==> config.mk <==
export PLATFORM = sky130hd
export DESIGN_NAME = alu_seq
export DESIGN_NICKNAME = d
export VERILOG_FILES = /design/src/rtl/alu_pkg.sv /design/src/rtl/alu_core.sv /design/src/rtl/alu_seq.sv
export SDC_FILE = /design/constraint.sdc
export NUM_CORES = 1
export LEC_CHECK = 0
export ABC_AREA = 1
export ABC_CLOCK_PERIOD_IN_PS = 3400
export CAP_MARGIN = 15
export CORE_AREA = 2 2 58 101
export CTS_CLUSTER_SIZE = 40
export DETAILED_ROUTE_END_ITERATION = 10
export DIE_AREA = 0 0 60 103
export GPL_TIMING_DRIVEN = 0
export MAX_ROUTING_LAYER = met4
export PLACE_DENSITY = 0.81
export SYNTH_ARGS = -nofsm -noshare
export SYNTH_HDL_FRONTEND = slang
export SYNTH_SLANG_ARGS = --single-unit
==> constraint.sdc <==
create_clock -name clk -period 3.4 [get_ports clk]
set_clock_uncertainty 0.05 [all_clocks]
set_input_delay 0.34 -clock clk [delete_from_list [all_inputs] [get_ports clk]]
set_output_delay 0.34 -clock clk [all_outputs]
set_load 0.02 [all_outputs]
==> src/rtl/alu_pkg.sv <==
// alu_pkg: opcode constants and FSM state encoding shared by alu_seq and alu_core.
package alu_pkg;

    // MIPS-style function codes (6-bit encoding)
    localparam logic [5:0] OP_ADD = 6'b100000;
    localparam logic [5:0] OP_SUB = 6'b100010;
    localparam logic [5:0] OP_AND = 6'b100100;
    localparam logic [5:0] OP_OR  = 6'b100101;
    localparam logic [5:0] OP_XOR = 6'b100110;
    localparam logic [5:0] OP_NOR = 6'b100111;
    localparam logic [5:0] OP_SRL = 6'b000010;
    localparam logic [5:0] OP_SRA = 6'b000011;

    // Load sequence: A, then B, then opcode, then one execute cycle
    typedef enum logic [1:0] {
        ST_WAIT_A  = 2'd0,
        ST_WAIT_B  = 2'd1,
        ST_WAIT_OP = 2'd2,
        ST_EXEC    = 2'd3
    } state_t;

endpackage

==> src/rtl/alu_core.sv <==
// alu_core: combinational ALU datapath (8 ops, result + flags + undefined-op error).
// Flag logic is present only when ALU_FLAGS_EN is defined; otherwise flags read 0.
module alu_core
    import alu_pkg::*;
#(
    parameter int WIDTH = 8,
    parameter int OPW   = 6
)(
    input  logic [WIDTH-1:0] i_a,
    input  logic [WIDTH-1:0] i_b,
    input  logic [OPW-1:0]   i_op,
    output logic [WIDTH-1:0] o_result,
    output logic             o_zero,
    output logic             o_carry,
    output logic             o_overflow,
    output logic             o_err
);
    localparam int M = WIDTH - 1;
    // Shift amounts at or beyond this saturate (SRL -> 0, SRA -> sign fill)
    localparam logic [WIDTH-1:0] SH_LIM = WIDTH'(WIDTH);

    logic [WIDTH:0]   w_add;
    logic [WIDTH:0]   w_sub;
    logic             w_big;
    logic [WIDTH-1:0] w_res;
    logic             w_c;
    logic             w_v;
    logic             w_err;

    // Extra top bit gives add carry-out and, for subtraction, the borrow (A < B)
    assign w_add = {1'b0, i_a} + {1'b0, i_b};
    assign w_sub = {1'b0, i_a} - {1'b0, i_b};
    assign w_big = (i_b >= SH_LIM);

    // Operation select; undefined codes leave result 0 and raise err
    always_comb begin
        w_res = '0;
        w_c   = 1'b0;
        w_v   = 1'b0;
        w_err = 1'b0;
        case (i_op)
            OPW'(OP_ADD): begin
                w_res = w_add[M:0];
                w_c   = w_add[WIDTH];
                w_v   = (i_a[M] == i_b[M]) && (w_add[M] != i_a[M]);
            end
            OPW'(OP_SUB): begin
                w_res = w_sub[M:0];
                w_c   = w_sub[WIDTH];
                w_v   = (i_a[M] != i_b[M]) && (w_sub[M] != i_a[M]);
            end
            OPW'(OP_AND): w_res = i_a & i_b;
            OPW'(OP_OR):  w_res = i_a | i_b;
            OPW'(OP_XOR): w_res = i_a ^ i_b;
            OPW'(OP_NOR): w_res = ~(i_a | i_b);
            OPW'(OP_SRL): w_res = w_big ? '0 : (i_a >> i_b);
            OPW'(OP_SRA): w_res = w_big ? {WIDTH{i_a[M]}}
                                        : WIDTH'($signed(i_a) >>> i_b);
            default:      w_err = 1'b1;
        endcase
    end

    assign o_result = w_res;
    assign o_err    = w_err;

`ifdef ALU_FLAGS_EN
    // Zero is forced low on an undefined opcode even though result is 0
    assign o_zero     = ~w_err & (w_res == '0);
    assign o_carry    = w_c;
    assign o_overflow = w_v;
`else
    logic w_unused_flags;
    assign w_unused_flags = ^{w_c, w_v};
    assign o_zero     = 1'b0;
    assign o_carry    = 1'b0;
    assign o_overflow = 1'b0;
`endif

endmodule

==> src/rtl/alu_seq.sv <==
// alu_seq: sequential ALU. A, B and opcode are loaded in order from a shared
// bus by edge-detected strobes; the result registers one cycle after the
// opcode load and valid pulses for one cycle.
// Optional macro ALU_FLAGS_EN: when undefined, zero/carry/overflow are tied 0.
module alu_seq
    import alu_pkg::*;
#(
    parameter int WIDTH = 8,
    parameter int OPW   = 6
)(
    input  logic             clk,
    input  logic             rst_n,
    input  logic [WIDTH-1:0] sw,
    input  logic             ld_a,
    input  logic             ld_b,
    input  logic             ld_op,
    output logic [WIDTH-1:0] result,
    output logic             zero,
    output logic             carry,
    output logic             overflow,
    output logic             err,
    output logic             valid,
    output logic             busy
);
    state_t           r_state;
    state_t           w_next;
    logic             r_prev_a;
    logic             r_prev_b;
    logic             r_prev_op;
    logic             w_edge_a;
    logic             w_edge_b;
    logic             w_edge_op;
    logic             w_take_a;
    logic             w_take_b;
    logic             w_take_op;
    logic             w_exec;
    logic [WIDTH-1:0] r_a;
    logic [WIDTH-1:0] r_b;
    logic [OPW-1:0]   r_op;
    logic [WIDTH-1:0] w_result;
    logic             w_zero;
    logic             w_carry;
    logic             w_overflow;
    logic             w_err;

    // Strobe history; reset to 1 so a strobe held through reset is not an edge
    always_ff @(posedge clk) begin
        if (!rst_n) begin
            r_prev_a  <= 1'b1;
            r_prev_b  <= 1'b1;
            r_prev_op <= 1'b1;
        end else begin
            r_prev_a  <= ld_a;
            r_prev_b  <= ld_b;
            r_prev_op <= ld_op;
        end
    end

    assign w_edge_a  = ld_a  & ~r_prev_a;
    assign w_edge_b  = ld_b  & ~r_prev_b;
    assign w_edge_op = ld_op & ~r_prev_op;

    // FSM state register
    always_ff @(posedge clk) begin
        if (!rst_n) r_state <= ST_WAIT_A;
        else        r_state <= w_next;
    end

    // FSM next state: only the strobe matching the current state advances it
    always_comb begin
        w_next = r_state;
        case (r_state)
            ST_WAIT_A:  if (w_edge_a)  w_next = ST_WAIT_B;
            ST_WAIT_B:  if (w_edge_b)  w_next = ST_WAIT_OP;
            ST_WAIT_OP: if (w_edge_op) w_next = ST_EXEC;
            ST_EXEC:    w_next = ST_WAIT_A;
            default:    w_next = ST_WAIT_A;
        endcase
    end

    // FSM outputs: per-state load enables, execute strobe and busy
    always_comb begin
        w_take_a  = (r_state == ST_WAIT_A)  & w_edge_a;
        w_take_b  = (r_state == ST_WAIT_B)  & w_edge_b;
        w_take_op = (r_state == ST_WAIT_OP) & w_edge_op;
        w_exec    = (r_state == ST_EXEC);
        busy      = (r_state != ST_WAIT_A);
    end

    // Operand/opcode capture; reset clears any partially loaded sequence
    always_ff @(posedge clk) begin
        if (!rst_n) begin
            r_a  <= '0;
            r_b  <= '0;
            r_op <= '0;
        end else begin
            if (w_take_a)  r_a  <= sw;
            if (w_take_b)  r_b  <= sw;
            if (w_take_op) r_op <= sw[OPW-1:0];
        end
    end

    alu_core #(
        .WIDTH (WIDTH),
        .OPW   (OPW)
    ) u_core (
        .i_a        (r_a),
        .i_b        (r_b),
        .i_op       (r_op),
        .o_result   (w_result),
        .o_zero     (w_zero),
        .o_carry    (w_carry),
        .o_overflow (w_overflow),
        .o_err      (w_err)
    );

    // Result register and completion pulse, updated only in EXEC
    always_ff @(posedge clk) begin
        if (!rst_n) begin
            result <= '0;
            err    <= 1'b0;
            valid  <= 1'b0;
        end else begin
            valid <= w_exec;
            if (w_exec) begin
                result <= w_result;
                err    <= w_err;
            end
        end
    end

`ifdef ALU_FLAGS_EN
    // Flag registers, same update rule as the result
    always_ff @(posedge clk) begin
        if (!rst_n) begin
            zero     <= 1'b0;
            carry    <= 1'b0;
            overflow <= 1'b0;
        end else if (w_exec) begin
            zero     <= w_zero;
            carry    <= w_carry;
            overflow <= w_overflow;
        end
    end
`else
    logic w_unused_flags;
    assign w_unused_flags = ^{w_zero, w_carry, w_overflow};
    assign zero     = 1'b0;
    assign carry    = 1'b0;
    assign overflow = 1'b0;
`endif

endmodule

==> impl_results.html <==
<table>
<tr><th>Metric</th><th>Value</th></tr>
<tr><th colspan="2">Placed design</th></tr>
<tr><td>Port Buffer Count</td><td>22</td></tr>
<tr><td>GPL Wtd Cong</td><td>roughly 0.97</td></tr>
<tr><td>Post-DP HPWL</td><td>6930 um</td></tr>
<tr><th colspan="2">CTS</th></tr>
<tr><td>TritonCTS clock tree</td><td>done</td></tr>
<tr><td>CTS max path bufs</td><td>2</td></tr>
<tr><td>Clock latency on the worst-skew pair</td><td>~0.30 ns</td></tr>
<tr><td>Post-CTS setup buffer count</td><td>0</td></tr>
<tr><td>Number of resized instances in the post-cts repair step</td><td>0</td></tr>
<tr><td>Number of buffers added by the clock tree synthesis step</td><td>5</td></tr>
<tr><td>Count of hold buffers inserted by post-cts repair</td><td>0</td></tr>
<tr><td>Number of sinks handled by clock tree synthesis</td><td>37</td></tr>
<tr><td>Buffer type at the clock tree root</td><td>sky130_fd_sc_hd__clkbuf_8</td></tr>
<tr><td>Clock-pin transition on the worst setup and hold timing paths</td><td>0.08 ns</td></tr>
<tr><td>Total number of H-tree levels</td><td>2</td></tr>
<tr><th colspan="2">Detailed routing</th></tr>
<tr><td>Post-route DRC</td><td>0</td></tr>
<tr><td>Routed len/inst</td><td>14.6 um</td></tr>
<tr><td>Final wirelength</td><td>between 8000 and 9000 um</td></tr>
<tr><td>Detailed-routing iteration count for the pre-antenna-repair pass</td><td>5</td></tr>
<tr><td>Count of routing violations after the opening detailed-route iteration</td><td>147</td></tr>
<tr><td>Vias post-DR</td><td>3189</td></tr>
<tr><td>Avg Vias per Cell</td><td>5.45</td></tr>
<tr><td>Detail Route Antenna Nets</td><td>0</td></tr>
<tr><th colspan="2">Global route</th></tr>
<tr><td>Total GRT Usage</td><td>31.3%</td></tr>
<tr><td>Global-route congestion overflow total</td><td>0</td></tr>
<tr><td>Pin count of the biggest net entering global routing</td><td>12</td></tr>
<tr><td>Number of antenna violations at the first check in global routing</td><td>0</td></tr>
<tr><td>Number of global-route vias before repair</td><td>between 3000 and 4000</td></tr>
<tr><td>Wire length of the first global-routing pass</td><td>13900 um</td></tr>
<tr><th colspan="2">Synthesis</th></tr>
<tr><td>Most frequent cell after synthesis</td><td>sky130_fd_sc_hd__nand2_1</td></tr>
<tr><td>Share of Yosys cell area claimed by the top area cell type</td><td>24.7%</td></tr>
<tr><td>Synthesized area</td><td>0.00300 mm^2</td></tr>
<tr><td>Portion of the post-synthesis area used by sequential elements</td><td>about a quarter</td></tr>
<tr><td>List of most frequent post-synthesis cells</td><td>141 x sky130_fd_sc_hd__nand2_1, 52 x sky130_fd_sc_hd__inv_1, 51 x sky130_fd_sc_hd__nand3_1</td></tr>
<tr><td>Dominant synthesized flop cell</td><td>sky130_fd_sc_hd__dfxtp_1</td></tr>
<tr><td>Number of enable flip-flop cells after synthesis</td><td>0</td></tr>
<tr><td>Leading area contributor after synthesis</td><td>sky130_fd_sc_hd__dfxtp_1</td></tr>
<tr><td>Post-synthesis async set-or-reset flop share</td><td>0%</td></tr>
<tr><td>Synth Register Bits</td><td>37</td></tr>
<tr><td>Cell count after synthesis</td><td>477</td></tr>
<tr><td>Synth Warn #</td><td>0</td></tr>
<tr><td>Synthesized area per cell</td><td>between 6 and 7 um^2</td></tr>
<tr><td>Top area cells in the synthesized netlist</td><td>sky130_fd_sc_hd__dfxtp_1 25%, sky130_fd_sc_hd__nand2_1 18%, sky130_fd_sc_hd__ha_1 12%</td></tr>
<tr><td>Cell variety after synth</td><td>32</td></tr>
<tr><th colspan="2">Worst setup path</th></tr>
<tr><td>Buf/Inv on CP</td><td>4</td></tr>
<tr><td>Reg2Reg Launch Point</td><td>r_b[1]$_SDFFE_PN0P_</td></tr>
<tr><td>Ordered list of cells on the worst path</td><td>buf_2 -&gt; inv_1 -&gt; buf_2 -&gt; ha_1 -&gt; nand2_1 -&gt; o21ai_0 -&gt; xor2_1 -&gt; ha_1 -&gt; a21oi_1 -&gt; o21ai_0 -&gt; a21oi_1 -&gt; inv_1 -&gt; nand2_1 -&gt; nand3_1 -&gt; nand2_1 -&gt; nand2_1 -&gt; a21oi_1</td></tr>
<tr><td>Largest stage delay on the critical path</td><td>0.31 ns</td></tr>
<tr><td>Critical path capture point</td><td>result[7]$_SDFFE_PN0P_</td></tr>
<tr><td>Required @ worst endpoint</td><td>3.57 ns</td></tr>
<tr><td>Endpoint arrival time on the critical path</td><td>3.04 ns</td></tr>
<tr><td>Worst path most repeated cell</td><td>sky130_fd_sc_hd__nand2_1</td></tr>
<tr><td>Critical Path Fanout Max</td><td>11</td></tr>
<tr><td>Flop-to-flop setup slack</td><td>roughly 0.53 ns</td></tr>
<tr><td>Category of cells accounting for the largest share of critical-path delay</td><td>compound AO/OA/AOI/OAI gates</td></tr>
<tr><td>Critical setup path kind</td><td>reg2reg</td></tr>
<tr><td>Critical Path Stages</td><td>17</td></tr>
<tr><td>Worst reg-to-reg path cell count</td><td>17</td></tr>
<tr><td>Capture instance of the worst register-to-register path</td><td>result[7]$_SDFFE_PN0P_</td></tr>
<tr><td>Startpoint Class</td><td>flip-flop</td></tr>
<tr><td>Kind of capture point of the worst setup path</td><td>flip-flop</td></tr>
<tr><td>Crit path max-delay cell type</td><td>sky130_fd_sc_hd__dfxtp_1</td></tr>
<tr><td>First element of the critical path</td><td>r_b[1]$_SDFFE_PN0P_</td></tr>
<tr><th colspan="2">Timing</th></tr>
<tr><td>Number of max-slew violations in the final report</td><td>0</td></tr>
<tr><td>Unrepaired setup endpoints after global routing</td><td>false</td></tr>
<tr><td>Final period demand of the worst path</td><td>about 2.9 ns</td></tr>
<tr><td>Final-report hold violation count</td><td>0</td></tr>
<tr><td>Share of the cycle needed by the critical path after routing</td><td>between 80% and 90%</td></tr>
<tr><td>Highest achievable clock rate</td><td>0.349 GHz</td></tr>
<tr><td>Number of setup violations in the final report</td><td>0</td></tr>
<tr><td>Final TNS setup</td><td>0 ns</td></tr>
<tr><th colspan="2">Power</th></tr>
<tr><td>Overall Power</td><td>1.50 mW</td></tr>
<tr><td>Power per cell area</td><td>439 mW/mm^2</td></tr>
<tr><td>Static leakage</td><td>approximately 1.7 nW</td></tr>
<tr><td>Worst IR drop on VDD</td><td>0.360 mV</td></tr>
<tr><th colspan="2">Floorplanning</th></tr>
<tr><td>Effective utilization at floorplan</td><td>a little under three fifths</td></tr>
<tr><td>Cell row count</td><td>36</td></tr>
<tr><td>Die span in x</td><td>roughly 60 um</td></tr>
<tr><td>Die extent in y</td><td>103 um</td></tr>
<tr><td>Number of primary I/O pins</td><td>27</td></tr>
<tr><td>Core Region</td><td>about 0.0055 mm^2</td></tr>
<tr><td>Floorplan die area</td><td>0.00618 mm^2</td></tr>
<tr><th colspan="2">Final layout</th></tr>
<tr><td>Number of nets in the finished design</td><td>550</td></tr>
<tr><td>Finished Core Util</td><td>a little over three fifths</td></tr>
<tr><td>Share of post-route cells with drive strength above 1</td><td>6.68%</td></tr>
<tr><td>Layout overhead on the synthesized area</td><td>13.5%</td></tr>
<tr><td>Filler cell count in the final layout</td><td>521</td></tr>
<tr><td>Antenna diodes</td><td>0</td></tr>
<tr><th colspan="2">Job</th></tr>
<tr><td>Max-cap viol count</td><td>0</td></tr>
<tr><th colspan="2">Run status</th></tr>
<tr><td>Run status</td><td>completed</td></tr>
<tr><th colspan="2">Min path</th></tr>
<tr><td>Classification of the worst-slack hold path</td><td>in2reg</td></tr>
</table>
==> power by group <==
part / total, mW / leakage [nW] / internal, mW / switching, mW
Sequential: 0.507 / 0.300 / 0.469 / 0.0380
Combinational: 0.694 / 1.33 / 0.252 / 0.442
Clock: 0.295 / 0.0450 / 0.142 / 0.153
==> worst min-delay path by stage <==
| stage | from | endpoint | slack (ns) | cells after the start |
|---|---|---|---|---|
| CTS | rst_n | r_b[0]$_SDFFE_PN0P_ | 0.41 | 3 |
| detailed placement | result[5]$_SDFFE_PN0P_ | result[5]$_SDFFE_PN0P_ | 0.41 | 2 |
| floorplan | ld_a | r_prev_a$_SDFF_PN1_ | 0.39 | 2 |
| global route | result[2]$_SDFFE_PN0P_ | result[2]$_SDFFE_PN0P_ | 0.43 | 2 |
| global placement | result[1]$_SDFFE_PN0P_ | result[1]$_SDFFE_PN0P_ | 0.40 | 2 |
| finish | rst_n | r_b[0]$_SDFFE_PN0P_ | 0.42 | 3 |
==> metal layers <==
layer  routed length, um  GRT usage [%]
met1                3110           30.3
met4                 582           25.5
met5                   0              -
met3                 346           2.76
met2                4480           54.1
==> flip-flops by register name (all words and copies together), names as in the netlist <==
signal,flops
r_prev_a,1
valid,1
r_state,2
r_prev_b,1
r_b,8
r_a,8
result,8
r_prev_op,1
err,1
r_op,6
==> cells in the final DEF (no fill, tap or decap), types with 22 or more instances in the layout <==
cell | netlist | final
sky130_fd_sc_hd__dfxtp_1 | 37 | 37
sky130_fd_sc_hd__clkdlybuf4s50_1 | 0 | 22
sky130_fd_sc_hd__nand2_1 | 141 | 141
sky130_fd_sc_hd__ha_1 | 28 | 28
sky130_fd_sc_hd__nor2_1 | 28 | 28
sky130_fd_sc_hd__inv_1 | 52 | 52
sky130_fd_sc_hd__nand3_1 | 51 | 51
sky130_fd_sc_hd__a21oi_1 | 45 | 45
sky130_fd_sc_hd__o21ai_0 | 34 | 34
==> worst register-to-register path, stage by stage, from the launching register on <==
cell                      delay, ns
sky130_fd_sc_hd__dfxtp_1       0.31
sky130_fd_sc_hd__buf_2         0.16
sky130_fd_sc_hd__inv_1         0.08
sky130_fd_sc_hd__buf_2         0.24
sky130_fd_sc_hd__ha_1          0.21
sky130_fd_sc_hd__nand2_1       0.08
sky130_fd_sc_hd__o21ai_0       0.26
sky130_fd_sc_hd__xor2_1        0.17
sky130_fd_sc_hd__ha_1          0.29
sky130_fd_sc_hd__a21oi_1       0.16
sky130_fd_sc_hd__o21ai_0       0.09
sky130_fd_sc_hd__a21oi_1       0.16
sky130_fd_sc_hd__inv_1         0.05
sky130_fd_sc_hd__nand2_1       0.06
sky130_fd_sc_hd__nand3_1       0.08
sky130_fd_sc_hd__nand2_1       0.15
sky130_fd_sc_hd__nand2_1       0.07
sky130_fd_sc_hd__a21oi_1       0.11
==> metrics by stage <==
stage               std cells  instance area [um^2]  hold WS, ns  worst slack, ns
detailed placement        577                  3330        0.412            0.561
global route              585                  3410        0.435            0.229
floorplan                 479                  3010        0.386             1.03
CTS                       585                  3410        0.411            0.543
global placement          577                  3330        0.405            0.624
finish                    585                  3410        0.417            0.532
==> kinds of logic after synthesis <==
kind of cell	after synthesis	share of synthesized area, %
other	1	0.125
and+or+nand+nor	248	36.9
adders and majority gates	29	12.3
DFF	37	24.7
xor gates and xnor gates	7	2.04
AOI/OAI and AO/OA	84	14.4
buffers and inverters	71	9.50
==> layout make-up <==
class	count	area (um^2)	share of cell area, %
buffer	15	75.1	2.20
tap	76	95.1	2.79
inverter	56	210	6.17
clock inverter	2	10.0	0.294
sequential	37	741	21.7
timing repair buffer	22	220	6.46
clock buffer	6	72.6	2.13
multi-input combinational	371	1980	58.2
(Power assumes the default switching activity.)
